[src/rtl/idli_sqi_ctrl_m.sv]
// Shared SQI memory sequencer: arbitrates fetch vs load/store and runs the
// command/address/dummy/data/deselect phases on the nibble-wide SIO bus.
module idli_sqi_ctrl_m #(
  parameter logic [7:0] CMD_RD       = 8'h03,
  parameter logic [7:0] CMD_WR       = 8'h02,
  parameter int         DUMMY_CYCLES = 2,
  parameter int         DESEL_CYCLES = 1
) (
  input  logic        i_sqi_gck,
  input  logic        i_sqi_rst_n,
  input  logic        i_sqi_fetch_req,
  input  logic [15:0] i_sqi_fetch_addr,
  output logic        o_sqi_fetch_gnt,
  output logic        o_sqi_fetch_vld,
  input  logic        i_sqi_mem_req,
  input  logic        i_sqi_mem_wr,
  input  logic [15:0] i_sqi_mem_addr,
  input  logic [15:0] i_sqi_mem_wdata,
  output logic        o_sqi_mem_gnt,
  output logic        o_sqi_mem_vld,
  output logic        o_sqi_mem_done,
  output logic [3:0]  o_sqi_rd_data,
  output logic        o_sqi_cs_n,
  output logic        o_sqi_sio_oe,
  output logic [3:0]  o_sqi_sio_out,
  input  logic [3:0]  i_sqi_sio_in
);

  localparam logic [2:0] S_IDLE  = 3'd0;
  localparam logic [2:0] S_CMD   = 3'd1;
  localparam logic [2:0] S_ADDR  = 3'd2;
  localparam logic [2:0] S_DUMMY = 3'd3;
  localparam logic [2:0] S_DATA  = 3'd4;
  localparam logic [2:0] S_DESEL = 3'd5;

  logic [2:0]  state, state_nxt;
  logic [2:0]  phase, phase_max;
  logic        phase_end;
  logic [15:0] addr_q, wdata_q;
  logic        wr_q;
  logic        owner_q;   // 1 = load/store owns the transfer
  logic        last_gnt;  // 1 = load/store was granted last
  logic        fetch_win, mem_win;
  logic [7:0]  cmd;

  function automatic logic [3:0] nib(input logic [15:0] w, input logic [1:0] i);
    logic [3:0] r;
    case (i)
      2'd0:    r = w[15:12];
      2'd1:    r = w[11:8];
      2'd2:    r = w[7:4];
      default: r = w[3:0];
    endcase
    return r;
  endfunction

  // Only arbitrate while idle; on contention the requester not granted last wins.
  always_comb begin
    fetch_win = 1'b0;
    mem_win   = 1'b0;
    if (state == S_IDLE) begin
      fetch_win = i_sqi_fetch_req && (!i_sqi_mem_req || last_gnt);
      mem_win   = i_sqi_mem_req && (!i_sqi_fetch_req || !last_gnt);
    end
  end

  assign o_sqi_fetch_gnt = fetch_win;
  assign o_sqi_mem_gnt   = mem_win;

  always_comb begin
    phase_max = 3'd0;
    case (state)
      S_CMD:   phase_max = 3'd1;
      S_ADDR:  phase_max = 3'd3;
      S_DUMMY: phase_max = 3'(DUMMY_CYCLES - 1);
      S_DATA:  phase_max = 3'd3;
      S_DESEL: phase_max = 3'(DESEL_CYCLES - 1);
      default: phase_max = 3'd0;
    endcase
  end

  assign phase_end = (phase == phase_max);

  always_comb begin
    state_nxt = state;
    case (state)
      S_IDLE:  if (fetch_win || mem_win) state_nxt = S_CMD;
      S_CMD:   if (phase_end) state_nxt = S_ADDR;
      S_ADDR:  if (phase_end) state_nxt = wr_q ? S_DATA : S_DUMMY;
      S_DUMMY: if (phase_end) state_nxt = S_DATA;
      S_DATA:  if (phase_end) state_nxt = S_DESEL;
      S_DESEL: if (phase_end) state_nxt = S_IDLE;
      default: state_nxt = S_IDLE;
    endcase
  end

  always_ff @(posedge i_sqi_gck or negedge i_sqi_rst_n) begin
    if (!i_sqi_rst_n) begin
      state <= S_IDLE;
      phase <= 3'd0;
    end else begin
      state <= state_nxt;
      if (state_nxt != state || state == S_IDLE) phase <= 3'd0;
      else                                       phase <= phase + 3'd1;
    end
  end

  always_ff @(posedge i_sqi_gck or negedge i_sqi_rst_n) begin
    if (!i_sqi_rst_n) begin
      addr_q   <= 16'h0;
      wdata_q  <= 16'h0;
      wr_q     <= 1'b0;
      owner_q  <= 1'b0;
      last_gnt <= 1'b1;
    end else if (fetch_win) begin
      addr_q   <= i_sqi_fetch_addr;
      wr_q     <= 1'b0;
      owner_q  <= 1'b0;
      last_gnt <= 1'b0;
    end else if (mem_win) begin
      addr_q   <= i_sqi_mem_addr;
      wdata_q  <= i_sqi_mem_wdata;
      wr_q     <= i_sqi_mem_wr;
      owner_q  <= 1'b1;
      last_gnt <= 1'b1;
    end
  end

  // Read nibbles are captured in DATA and presented one cycle later with vld.
  always_ff @(posedge i_sqi_gck or negedge i_sqi_rst_n) begin
    if (!i_sqi_rst_n) begin
      o_sqi_rd_data   <= 4'h0;
      o_sqi_fetch_vld <= 1'b0;
      o_sqi_mem_vld   <= 1'b0;
      o_sqi_mem_done  <= 1'b0;
    end else begin
      if (state == S_DATA && !wr_q) o_sqi_rd_data <= i_sqi_sio_in;
      o_sqi_fetch_vld <= (state == S_DATA) && !wr_q && !owner_q;
      o_sqi_mem_vld   <= (state == S_DATA) && !wr_q && owner_q;
      o_sqi_mem_done  <= (state == S_DATA) && wr_q && phase_end;
    end
  end

  assign cmd          = wr_q ? CMD_WR : CMD_RD;
  assign o_sqi_cs_n   = !(state == S_CMD || state == S_ADDR || state == S_DUMMY || state == S_DATA);
  assign o_sqi_sio_oe = (state == S_CMD) || (state == S_ADDR) || (state == S_DATA && wr_q);

  always_comb begin
    o_sqi_sio_out = 4'h0;
    case (state)
      S_CMD:   o_sqi_sio_out = phase[0] ? cmd[3:0] : cmd[7:4];
      S_ADDR:  o_sqi_sio_out = nib(addr_q, phase[1:0]);
      S_DATA:  o_sqi_sio_out = wr_q ? nib(wdata_q, phase[1:0]) : 4'h0;
      default: o_sqi_sio_out = 4'h0;
    endcase
  end

endmodule
[config.mk]
export PLATFORM = sky130hd
export DESIGN_NAME = idli_sqi_ctrl_m
export DESIGN_NICKNAME = d
export VERILOG_FILES = /design/src/rtl/idli_sqi_ctrl_m.sv
export SDC_FILE = /design/constraint.sdc
export NUM_CORES = 1
export LEC_CHECK = 0
export ABC_CLOCK_PERIOD_IN_PS = 3800
export CAP_MARGIN = 15
export CORE_MARGIN = 4
export CORE_UTILIZATION = 48
export CTS_BUF_LIST = sky130_fd_sc_hd__clkbuf_4 sky130_fd_sc_hd__clkbuf_8 sky130_fd_sc_hd__clkbuf_16
export DETAILED_ROUTE_END_ITERATION = 16
export PLACE_DENSITY_LB_ADDON = 0.08
export SKIP_CTS_REPAIR_TIMING = 1
export SYNTH_ARGS = -nofsm -noshare
export SYNTH_HDL_FRONTEND = slang
export SYNTH_SLANG_ARGS = --single-unit
[constraint.sdc]
create_clock -name i_sqi_gck -period 3.8 [get_ports i_sqi_gck]
set_input_delay 0.76 -clock i_sqi_gck [delete_from_list [all_inputs] [get_ports i_sqi_gck]]
set_output_delay 0.76 -clock i_sqi_gck [all_outputs]
set_load 0.02 [all_outputs]
### Yosys cells after proc, flatten, opt, wreduce, memory -nomap -nowiden

Cells that the tools add are included.

* output and inout port bits: 15
* register bits: 48
* word-level logic and storage cells: 73
* input bits: 57

* eq/ne operators: 9
* multiplexer cells: 24
* $add $sub $neg: 1
* reduce and logical (&&, ||, !) cells: 27
* bitwise logic cells: 1

Operator list (number)
* one-hot mux 4 bit (3 select lines): 3
* two-way mux 16 bit: 2
* two-way mux 3 bit: 8
* one-hot mux 3 bit (6 select lines): 1
* logical OR 1 bit: 8
* logical AND 1 bit: 7
* two-way mux 1 bit: 7
* equality test 3 x 2 -> 1 bit (second input constant): 2
* equality test 3 bit (second input constant): 2
* zero test 1 bit: 6
* two-way mux 4 bit: 1
* one-hot mux 2 bit (2 select lines): 1
* OR reduction 2 bit: 2
* adder 3 x 1 -> 3 bit (second input constant): 1
* equality test 3 x 1 -> 1 bit (second input constant): 1
* equality test 3 bit: 1
* zero test 3 bit: 1
* inequality test 3 bit: 1
* equality test 2 x 1 -> 1 bit (second input constant): 1
* equality test 2 bit (second input constant): 1
* zero test 2 bit: 1
* two-way mux 2 bit: 1
* AND reduction 2 bit: 1
* nonzero test 2 bit: 1
* NOT 1 bit: 1

### Logic depth before layout (Yosys ltp)

Gate-level depths: netlist of run 1.

* depth in word-level cells: 10
* mapped depth: 8
* gate-level depth less buffers: 6

### Least setup slack after synthesis of run 1

No wires, ideal clock.

* path kind: reg-to-output
* start point: reg phase[1]
* end point: out o_sqi_sio_out[0]
* stages on the path, launching flop included: 9
* data required time: 3.040 ns
* path buffers: 2
* data arrival time: 1.760 ns
* setup slack: 1.280 ns
* path through: dfrtp_1 > clkbuf_4 > inv_1 > ha_1 > clkbuf_1 > a222oi_1 > o21ai_1 > a22oi_1 > o21ai_0

* longest elaborated chain between the ends: 4
* elaborated cells on any way between the ends: 7
* those cells by class: eq/ne (2); mux (4); reduce/logical (1)

Ends and longest elaborated chain
* from (decl): RTL line 37 `logic [2:0] phase, phase_max;`
* from (signal assigned): RTL line 104 `else phase <= phase + 3'd1;`
* equality test 2 bit (tied with other cells): RTL line 48 `case (i)`
* one-hot mux 4 bit (3 select lines): RTL line 48
* two-way mux 4 bit: RTL line 153 `S_DATA: o_sqi_sio_out = wr_q ? nib(wdata_q, phase[1:0]) : 4'h0;`
* one-hot mux 4 bit (3 select lines) (*): RTL line 150 `case (state)`
* to (decl): RTL line 25 `output logic [3:0] o_sqi_sio_out,`

Every way passes the cells marked *; elsewhere a longest branch is shown, timed or not.

### Final worst setup path of run 1

* start point: reg phase[0]
* end point: out o_sqi_sio_out[0]

Same word-level chain as after synthesis.

==> results of run 1 <==
-- through the flow --
step	area, um2	setup slack (ns)	cells	util, %	power [mW]
finish	3300	0.325	367	67.7	2.46
floorplan	2490	1.28	237	-	1.76
global route	3300	0.176	367	67.7	2.63
CTS	3300	0.341	367	67.7	2.47
global placement	3210	0.740	359	65.7	2.12
detailed placement	3210	0.672	359	65.7	2.14
-- cells in the mapped netlist, types with 4 or more instances --
cell type,instances
ha_1,4
a22oi_1,19
nor2_1,11
clkbuf_1,7
inv_1,5
dfrtp_1,47
mux2_2,21
o21ai_0,7
buf_2,8
nor3b_1,6
nand2_1,41
a222oi_1,8
-- layout make-up --
cell class | instances | area, um2
Timing Repair Buffer | 75 | 736
Clock inverter | 1 | 7.51
Multi-Input combinational cell | 164 | 1160
Inverter | 5 | 18.8
Clock buffer | 7 | 90.1
Sequential cell | 48 | 1200
Tap cell | 67 | 83.8
Fill cell | 403 | 1580
-- per-layer routing --
metal | wire (um) | vias up | GRT usage [%]
li1 | - | 993 | -
met5 | 0 | - | 0
met1 | 2500 | 1021 | 24.5
met2 | 3020 | 57 | 32.6
met4 | 50 | 0 | 5.41
met3 | 299 | 5 | 3.70
-- report_power, final --
group	internal (mW)	switching, mW	total (mW)
Sequential	0.753	0.250	1.00
Clock	0.155	0.168	0.323
Combinational	0.579	0.553	1.13
-- state kept, by name, summed over array words and instances (netlist names) --
register and cells:
owner_q 1, phase 3, state 3, o_sqi_rd_data 4, addr_q 16, o_sqi_fetch_vld 1
wr_q 1, last_gnt 1, o_sqi_mem_vld 1, wdata_q 16, o_sqi_mem_done 1
-- path summary, 6_finish.rpt --
path / startpoint / end / slack (ns) / depth (start not counted)
setup / recovery: phase[0] / o_sqi_sio_out[0] / 0.33 / 7
hold / removal: owner_q / o_sqi_fetch_vld / 0.44 / 1
setup reg to reg: state[2] / state[0] / 1.65 / 5
hold reg to reg: owner_q / o_sqi_fetch_vld / 0.44 / 1
max in group asynchronous: i_sqi_rst_n / addr_q[0] / 2.53 / 1
min in group asynchronous: i_sqi_rst_n / o_sqi_mem_vld / 0.64 / 1
-- kinds of logic after synthesis --
family,Yosys count,synth area share [%]
xor+xnor,3,1.05
mux,21,9.48
flops,48,48.2
buf+inv,25,5.07
compound gates,56,17.1
fa+ha+maj,4,2.01
simple gates,80,17.1
==> metrics.cfg, run 1 <==
[logic_synthesis]
netlist_area_um2 = 2490
yosys_warnings = 0
ys_seq_area_share_pct = 48.2
syn_inst = 237
ys_seq_elements = 48
synth_edf_count = 0
yosysTopAreaCell = dfrtp_1
ys_types = 44
synthArstFlopShare_pct = 100
synth.area.top_cells = dfrtp_1 (47%), mux2_2 (9.5%), nand2_1 (6.2%), a22oi_1 (5.7%), a222oi_1 (3.2%)
synth.top_cell.area_share_pct = 47.2
ys.flop_type = dfrtp_1
avgSynthCellArea_um2 = 10.5
synth_nets = 298

[power_and_ir_drop]
power_density_nw_per_um2 = 744
irDropWorstVdd_mv = 0.401
power.leakage_nw = 1.36

[place]
dp_hpwl_mm = 4.31
routabilityCongestion = 0.889
numPortBuffers = 71

[cells_and_area]
antenna_cells = 0
nets = 360
drive_gt1_share_pct = 13.7
syn_to_final_growth_pct = 32.5
final_common_cell = clkdlybuf4s50_1
final_cell_mix = clkdlybuf4s50_1 (70), dfrtp_1 (47), nand2_1 (41)

[floorplanning]
row_count = 25
design.core.area_um2 = 4880
fp.dieH_um = 80.1
io_pins = 72
initial_core_util_pct = 51.1
die-area_um2 = 6410
die_x_um = 80.1

[setup_path]
worstPathCellList = inv_1, ha_1, a222oi_1, o21ai_1, a22oi_1, o21ai_0, clkdlybuf4s50_1
slowest_stage = dfrtp_1
cp-end-kind = output port
critPathLaunchType = flip-flop
crit_type = reg -> out
worstPathMaxFanout = 14
critPathBufInv = 2
crit_family = compound AO/OA/AOI/OAI gates
crit_arrival_ns = 2.71
critPathRequiredTime_ns = 3.04
max_stage_delay_ns = 0.62

[global_route]
grt_antenna_before_repair = 0
grt_usage_pct = 19.0
gr-total-overflow = 0
grt_first_pass_wirelength_mm = 9.49
grt_pass1_vias = 2010
grt_max_degree = 49

[clocking]
htree_levels = 2
clock_path_buffers = 2
clk_latency_ns = 0.30
cts_made_buffers = 5
clk_root_buffer_cell = clkbuf_8
clock_sinks = 48
cts_tree = built
clk_transition_reported_paths_ns = 0.09

[sta]
skew_ns = 0.00492
finalCriticalPeriod_ns = 3.47
timing.fmax_mhz = 288
tightestPinTransition_ns = 1.03
finalSetupViolations = 0
drv_slew = 0
holdWs_ns = 0.444
fin_setup_tns_ns = 0
max_slew_margin_pct = 31.1
hold_violations = 0
grt_setup_unrepaired = false
period_share_pct = 91.4

[detailed_routing]
viasPerCell = 5.66
ant_nets = 0
wl_per_cell_um = 16.0
route.detailed.drc = 0
vias = 2076
drt_iter0_markers = 194
drt_pass1_iterations = 4
drt-total-wl_mm = 5.87

[run]
cap_violations = 0

[status]
status = finished, final reports clean

[hold_path]
min_path_type = reg -> reg

No activity file was read; power rests on OpenSTA's default activity.
==> run 2, diff against run 1 <==
SETUP_SLACK_MARGIN = 0.15   (was not set)
TNS_END_PERCENT = 5   (was not set)
==> results of run 2 <==
Same layout as run 1: the final DEF is identical, and so are final timing and power.
